--- src/rtl/pll_reset_seq.sv ---
// Reference-clock reset sequencer for the system PLL: pulses the PLL reset, waits for stable lock,
// then releases three domain resets in order. All outputs registered; lock is used only after a 2-flop synchronizer.
module pll_reset_seq #(
  parameter int unsigned PLL_RST_CYCLES = 16,
  parameter int unsigned LOCK_TIMEOUT   = 500000,
  parameter int unsigned STABLE_CYCLES  = 50000,
  parameter int unsigned STAGE_GAP      = 16
) (
  input  logic       refclk,
  input  logic       rst,
  input  logic       locked_in,
  output logic       pll_rst,
  output logic [2:0] rst_out,
  output logic       ready,
  output logic [7:0] loss_count
);

  localparam int unsigned MAX_A = (PLL_RST_CYCLES > LOCK_TIMEOUT) ? PLL_RST_CYCLES : LOCK_TIMEOUT;
  localparam int unsigned MAX_B = (MAX_A > STABLE_CYCLES) ? MAX_A : STABLE_CYCLES;
  localparam int unsigned MAX_C = (MAX_B > 2 * STAGE_GAP) ? MAX_B : 2 * STAGE_GAP;
  localparam int unsigned CW    = $clog2(MAX_C + 1);

  typedef enum logic [2:0] {
    S_PLLRST,
    S_WAITLOCK,
    S_STABLE,
    S_RELEASE,
    S_RUN
  } state_t;

  state_t          state, state_nxt;
  logic [CW-1:0]   cnt, cnt_nxt;
  logic            sync1, locked_s;
  logic            pll_rst_nxt, ready_nxt, loss_inc;
  logic [2:0]      rst_out_nxt;

  always_ff @(posedge refclk) begin
    if (rst) begin
      sync1      <= 1'b0;
      locked_s   <= 1'b0;
      state      <= S_PLLRST;
      cnt        <= '0;
      pll_rst    <= 1'b1;
      rst_out    <= 3'b111;
      ready      <= 1'b0;
      loss_count <= 8'd0;
    end else begin
      sync1    <= locked_in;
      locked_s <= sync1;
      state    <= state_nxt;
      cnt      <= cnt_nxt;
      pll_rst  <= pll_rst_nxt;
      rst_out  <= rst_out_nxt;
      ready    <= ready_nxt;
      if (loss_inc && loss_count != 8'hFF)
        loss_count <= loss_count + 8'd1;
    end
  end

  // Loss of lock is checked before any count-based exit so it always wins a tie.
  always_comb begin
    state_nxt = state;
    loss_inc  = 1'b0;
    case (state)
      S_PLLRST:
        if (cnt == CW'(PLL_RST_CYCLES - 1)) state_nxt = S_WAITLOCK;
      S_WAITLOCK:
        if (locked_s)                            state_nxt = S_STABLE;
        else if (cnt == CW'(LOCK_TIMEOUT - 1))   state_nxt = S_PLLRST;
      S_STABLE:
        if (!locked_s)                           state_nxt = S_WAITLOCK;
        else if (cnt == CW'(STABLE_CYCLES - 1))  state_nxt = S_RELEASE;
      S_RELEASE:
        if (!locked_s) begin
          state_nxt = S_WAITLOCK;
          loss_inc  = 1'b1;
        end else if (cnt == CW'(2 * STAGE_GAP - 1)) begin
          state_nxt = S_RUN;
        end
      S_RUN:
        if (!locked_s) begin
          state_nxt = S_WAITLOCK;
          loss_inc  = 1'b1;
        end
      default:
        state_nxt = S_PLLRST;
    endcase

    if (state_nxt != state)  cnt_nxt = '0;
    else if (state == S_RUN) cnt_nxt = cnt;
    else                     cnt_nxt = cnt + CW'(1);

    // Outputs are decoded from the upcoming state so they land on the same edge as the transition.
    pll_rst_nxt = (state_nxt == S_PLLRST);
    ready_nxt   = (state_nxt == S_RUN);
    case (state_nxt)
      S_RELEASE: rst_out_nxt = (cnt_nxt >= CW'(STAGE_GAP)) ? 3'b100 : 3'b110;
      S_RUN:     rst_out_nxt = 3'b000;
      default:   rst_out_nxt = 3'b111;
    endcase
  end

endmodule
--- config.mk ---
export PLATFORM = sky130hd
export DESIGN_NAME = pll_reset_seq
export DESIGN_NICKNAME = d
export VERILOG_FILES = /design/src/rtl/pll_reset_seq.sv
export SDC_FILE = /design/constraint.sdc
export NUM_CORES = 1
export LEC_CHECK = 0
export BUFFER_PORTS_ARGS = -buffer_cell sky130_fd_sc_hd__buf_4
export CORE_MARGIN = 1
export CORE_UTILIZATION = 25
export DETAILED_ROUTE_END_ITERATION = 10
export GPL_TIMING_DRIVEN = 0
export PLACE_DENSITY_LB_ADDON = 0.1
export SYNTH_ARGS = -nofsm -noshare
export SYNTH_HDL_FRONTEND = slang
export SYNTH_SLANG_ARGS = --single-unit
export TNS_END_PERCENT = 20
--- constraint.sdc ---
create_clock -name refclk -period 5.46 [get_ports refclk]
set_clock_uncertainty 0.1 [all_clocks]
set_input_delay 0.273 -clock refclk [delete_from_list [all_inputs] [get_ports refclk]]
set_output_delay 0.273 -clock refclk [all_outputs]
set_load 0.1 [all_outputs]
==> results.sh <==
export IMPL_outcome="completed"
export IMPL_routed_wl_um=4450
export IMPL_critPathKind="flip-flop to flip-flop"
export IMPL_synth_xor_area_share_pct=11.5
export IMPL_synthSimpleGateAreaFrac_pct=32.2
export IMPL_place_area_mm2=0.00222
export IMPL_yosysTopAreaCell="dfxtp_1"
export IMPL_grt_max_degree=13
export IMPL_setup_violations=0
export IMPL_end_kind="flip-flop"
export IMPL_routedLengthMet1_um=2300
export IMPL_r2r_start="cnt[0]"
export IMPL_synth_compound_area_share_pct=9.35
export IMPL_worstPathRequired_ns=5.61
export IMPL_dr_max_layer_used="met4"
export IMPL_post_cts_repair_setup_buffers=0
export IMPL_final_max_slew_violation_count=0
export IMPL_final_cell_mix="38 x nor2_1, 37 x dfxtp_1, 17 x nand2_1"
export IMPL_layout_commonest_cell="nor2_1"
export IMPL_drive_gt1_share_pct=19.1
export IMPL_clk_pin_slew_ns=0.08
export IMPL_fin_crit_ns=3.02
export IMPL_pin_count=16
export IMPL_synth_area_mm2=0.00198
export IMPL_port_buffers=15
export IMPL_grt_usage_pct=11.5
export IMPL_hold_depth=2
export IMPL_worstHoldStart="rst"
export IMPL_rr_worst_depth=8
export IMPL_vias=1657
export IMPL_synthMuxAreaShare_pct=1.58
export IMPL_setup_tns_ns=0
export IMPL_clock_latency_ns=0.29
export IMPL_final_nets=266
export IMPL_via_per_inst=4.55
export IMPL_start_util_pct=25.8
export IMPL_whs_endpoint="locked_s"
export IMPL_stdcell_count=364
export IMPL_powerDensity_mw_per_mm2=231
export IMPL_cts_tree="done"
export IMPL_cts_sinks=37
export IMPL_finalHoldViolations=0
export IMPL_clock_fmax_ghz=0.331
export IMPL_rsz0062_at_grt="no"
export IMPL_avgSynthCellArea_um2=8.29
export IMPL_core_mm2=0.00769
export IMPL_dr_first_iter_drc_count=65
export IMPL_ys_seq_area_share_pct=37.4
export IMPL_postCtsResizedCells=0
export IMPL_synthCells=239
export IMPL_synth_main_ff_cell="dfxtp_1"
export IMPL_ant_nets=0
export IMPL_die_h_um=91.0
export IMPL_routabilityCongestion=0.687
export IMPL_worst_pin_slew_ns=1.19
export IMPL_wire_per_inst_um=12.2
export IMPL_synth_fa_ha_area_share_pct=1.26
export IMPL_synth_top_family_by_area="simple AND/OR/NAND/NOR gates"
export IMPL_postLayoutCellArea_mm2=0.00234
export IMPL_first_pass_iters=4
export IMPL_relSlewSlack_pct=19.7
export IMPL_die_w_um=91.0
export IMPL_cts_htree_levels=2
export IMPL_postLayoutCoreUtil_pct=30.5
export IMPL_gr_total_overflow=0
export IMPL_grt_pass1_vias=1479
export IMPL_finalCritPeriodShare_pct=55.3
export IMPL_drc_errors=0
export IMPL_yosysTopAreaCellShare_pct=37.4
export IMPL_maxCapViolations=0
export IMPL_async_flop_share_pct=0
export IMPL_dp_cells=356
export IMPL_p_leak_nw=0.878
export IMPL_synth_nets=244
export IMPL_grt_pass1_wl_um=7540
export IMPL_reg2reg_to="rst_out[1]"
export IMPL_r2r_setup_slack_ns=2.44
export IMPL_antenna_found_initial=0
export IMPL_routed_wl_met3_um=138
export IMPL_ys_warn_count=0
export IMPL_cts_buffers=5
export IMPL_min_path_type="primary input to flip-flop"
export IMPL_die_area_mm2=0.00828
export IMPL_cp_arrival_ns=3.17
export IMPL_antenna_cells=0
export IMPL_dp_hpwl_um=3220
export IMPL_vdd_drop_max_uv=77.6
export IMPL_synth_edff_count=0
export IMPL_hold_buffers=0
export IMPL_setup_worst_path_start_class="flip-flop"
export IMPL_crit_fanout=7
export IMPL_cts_root_buf="clkbuf_8"
export IMPL_synth_distinct_cells=48
export IMPL_synth_seq_cells=37
export IMPL_synthTopCellsByArea="dfxtp_1 37%, nor2_1 7.2%, xor2_1 6.2%"
export IMPL_area_growth_pct=18.2
export IMPL_row_count=32
export IMPL_cts_max_path_buffers=2
export IMPL_wl_met2_um=1940
-- worst max-delay path, stage by stage (launching register included) --
cell and delay [ns]:
dfxtp_1 0.38, ha_1 0.20, nand3_1 0.13, nor4_1 1.01, nand4_1 0.20, xor2_1 0.23
o211ai_1 0.15, o41ai_1 0.41, a21o_1 0.17
-- layout make-up --
cell class              count  area [µm²]
clock buffers               6        82.6
flip-flops and latches     37         741
plain buffers              18         114
repair buffers             15         113
multi-input cells         179        1110
well taps                 102         128
fillers                   890        5350
clock inverters             2        37.5
inverters                   5        18.8
-- Yosys cell counts (all sizes together), types with 7 or more instances --
cell type  instances
buf               14
nor3               8
dfxtp             37
nand2             17
nand4             11
o21ai              7
xor2              14
nand3             10
nor4               7
a21oi             12
xnor2             12
nor2              39
-- logic make-up (layout without fill, tap and decap cells) --
logic type                 Yosys count  in the layout
buffers and inverters               23             46
and+or+nand+nor                    118            118
adders and majority gates            2              2
muxes                                3              3
AOI/OAI and AO/OA                   30             30
xor gates and xnor gates            26             26
DFF                                 37             37
-- worst max path at each step --
stage	from	endpoint	slack, ns	cells after the start
finish	cnt[0]	rst_out[1]	2.44	8
global route	cnt[0]	rst_out[1]	2.11	8
CTS	cnt[0]	rst_out[1]	2.42	8
detailed placement	cnt[0]	rst_out[1]	2.44	8
global placement	cnt[0]	rst_out[1]	2.40	8
floorplan	loss_count[0]	loss_count[7]	3.03	7
-- metrics by stage --
stage / power (mW) / worst slack [ns] / hold slack, ns
floorplan: 0.289 / 3.03 / 0.245
global placement: 0.294 / 2.40 / 0.320
detailed placement: 0.294 / 2.44 / 0.326
CTS: 0.553 / 2.42 / 0.0686
global route: 0.568 / 2.11 / 0.0745
finish: 0.542 / 2.44 / 0.0767
-- routing by layer --
layer	track usage, %	vias to the layer above
met5	0	-
met4	4.76	0
met3	2.68	5
met1	15.6	762
li1	-	870
met2	17.6	20
-- sequential cells by signal, indices dropped and copies added (netlist names) --
name	count
loss_count	8
pll_rst	1
locked_s	1
state	3
ready	1
sync1	1
cnt	19
rst_out	3
-- where the power goes --
part           internal [mW]  switching, mW
combinational        0.00542        0.00715
clock                  0.149          0.106
sequential             0.272        0.00239
total                  0.426          0.115
Power figures use the tool's default switching activity.
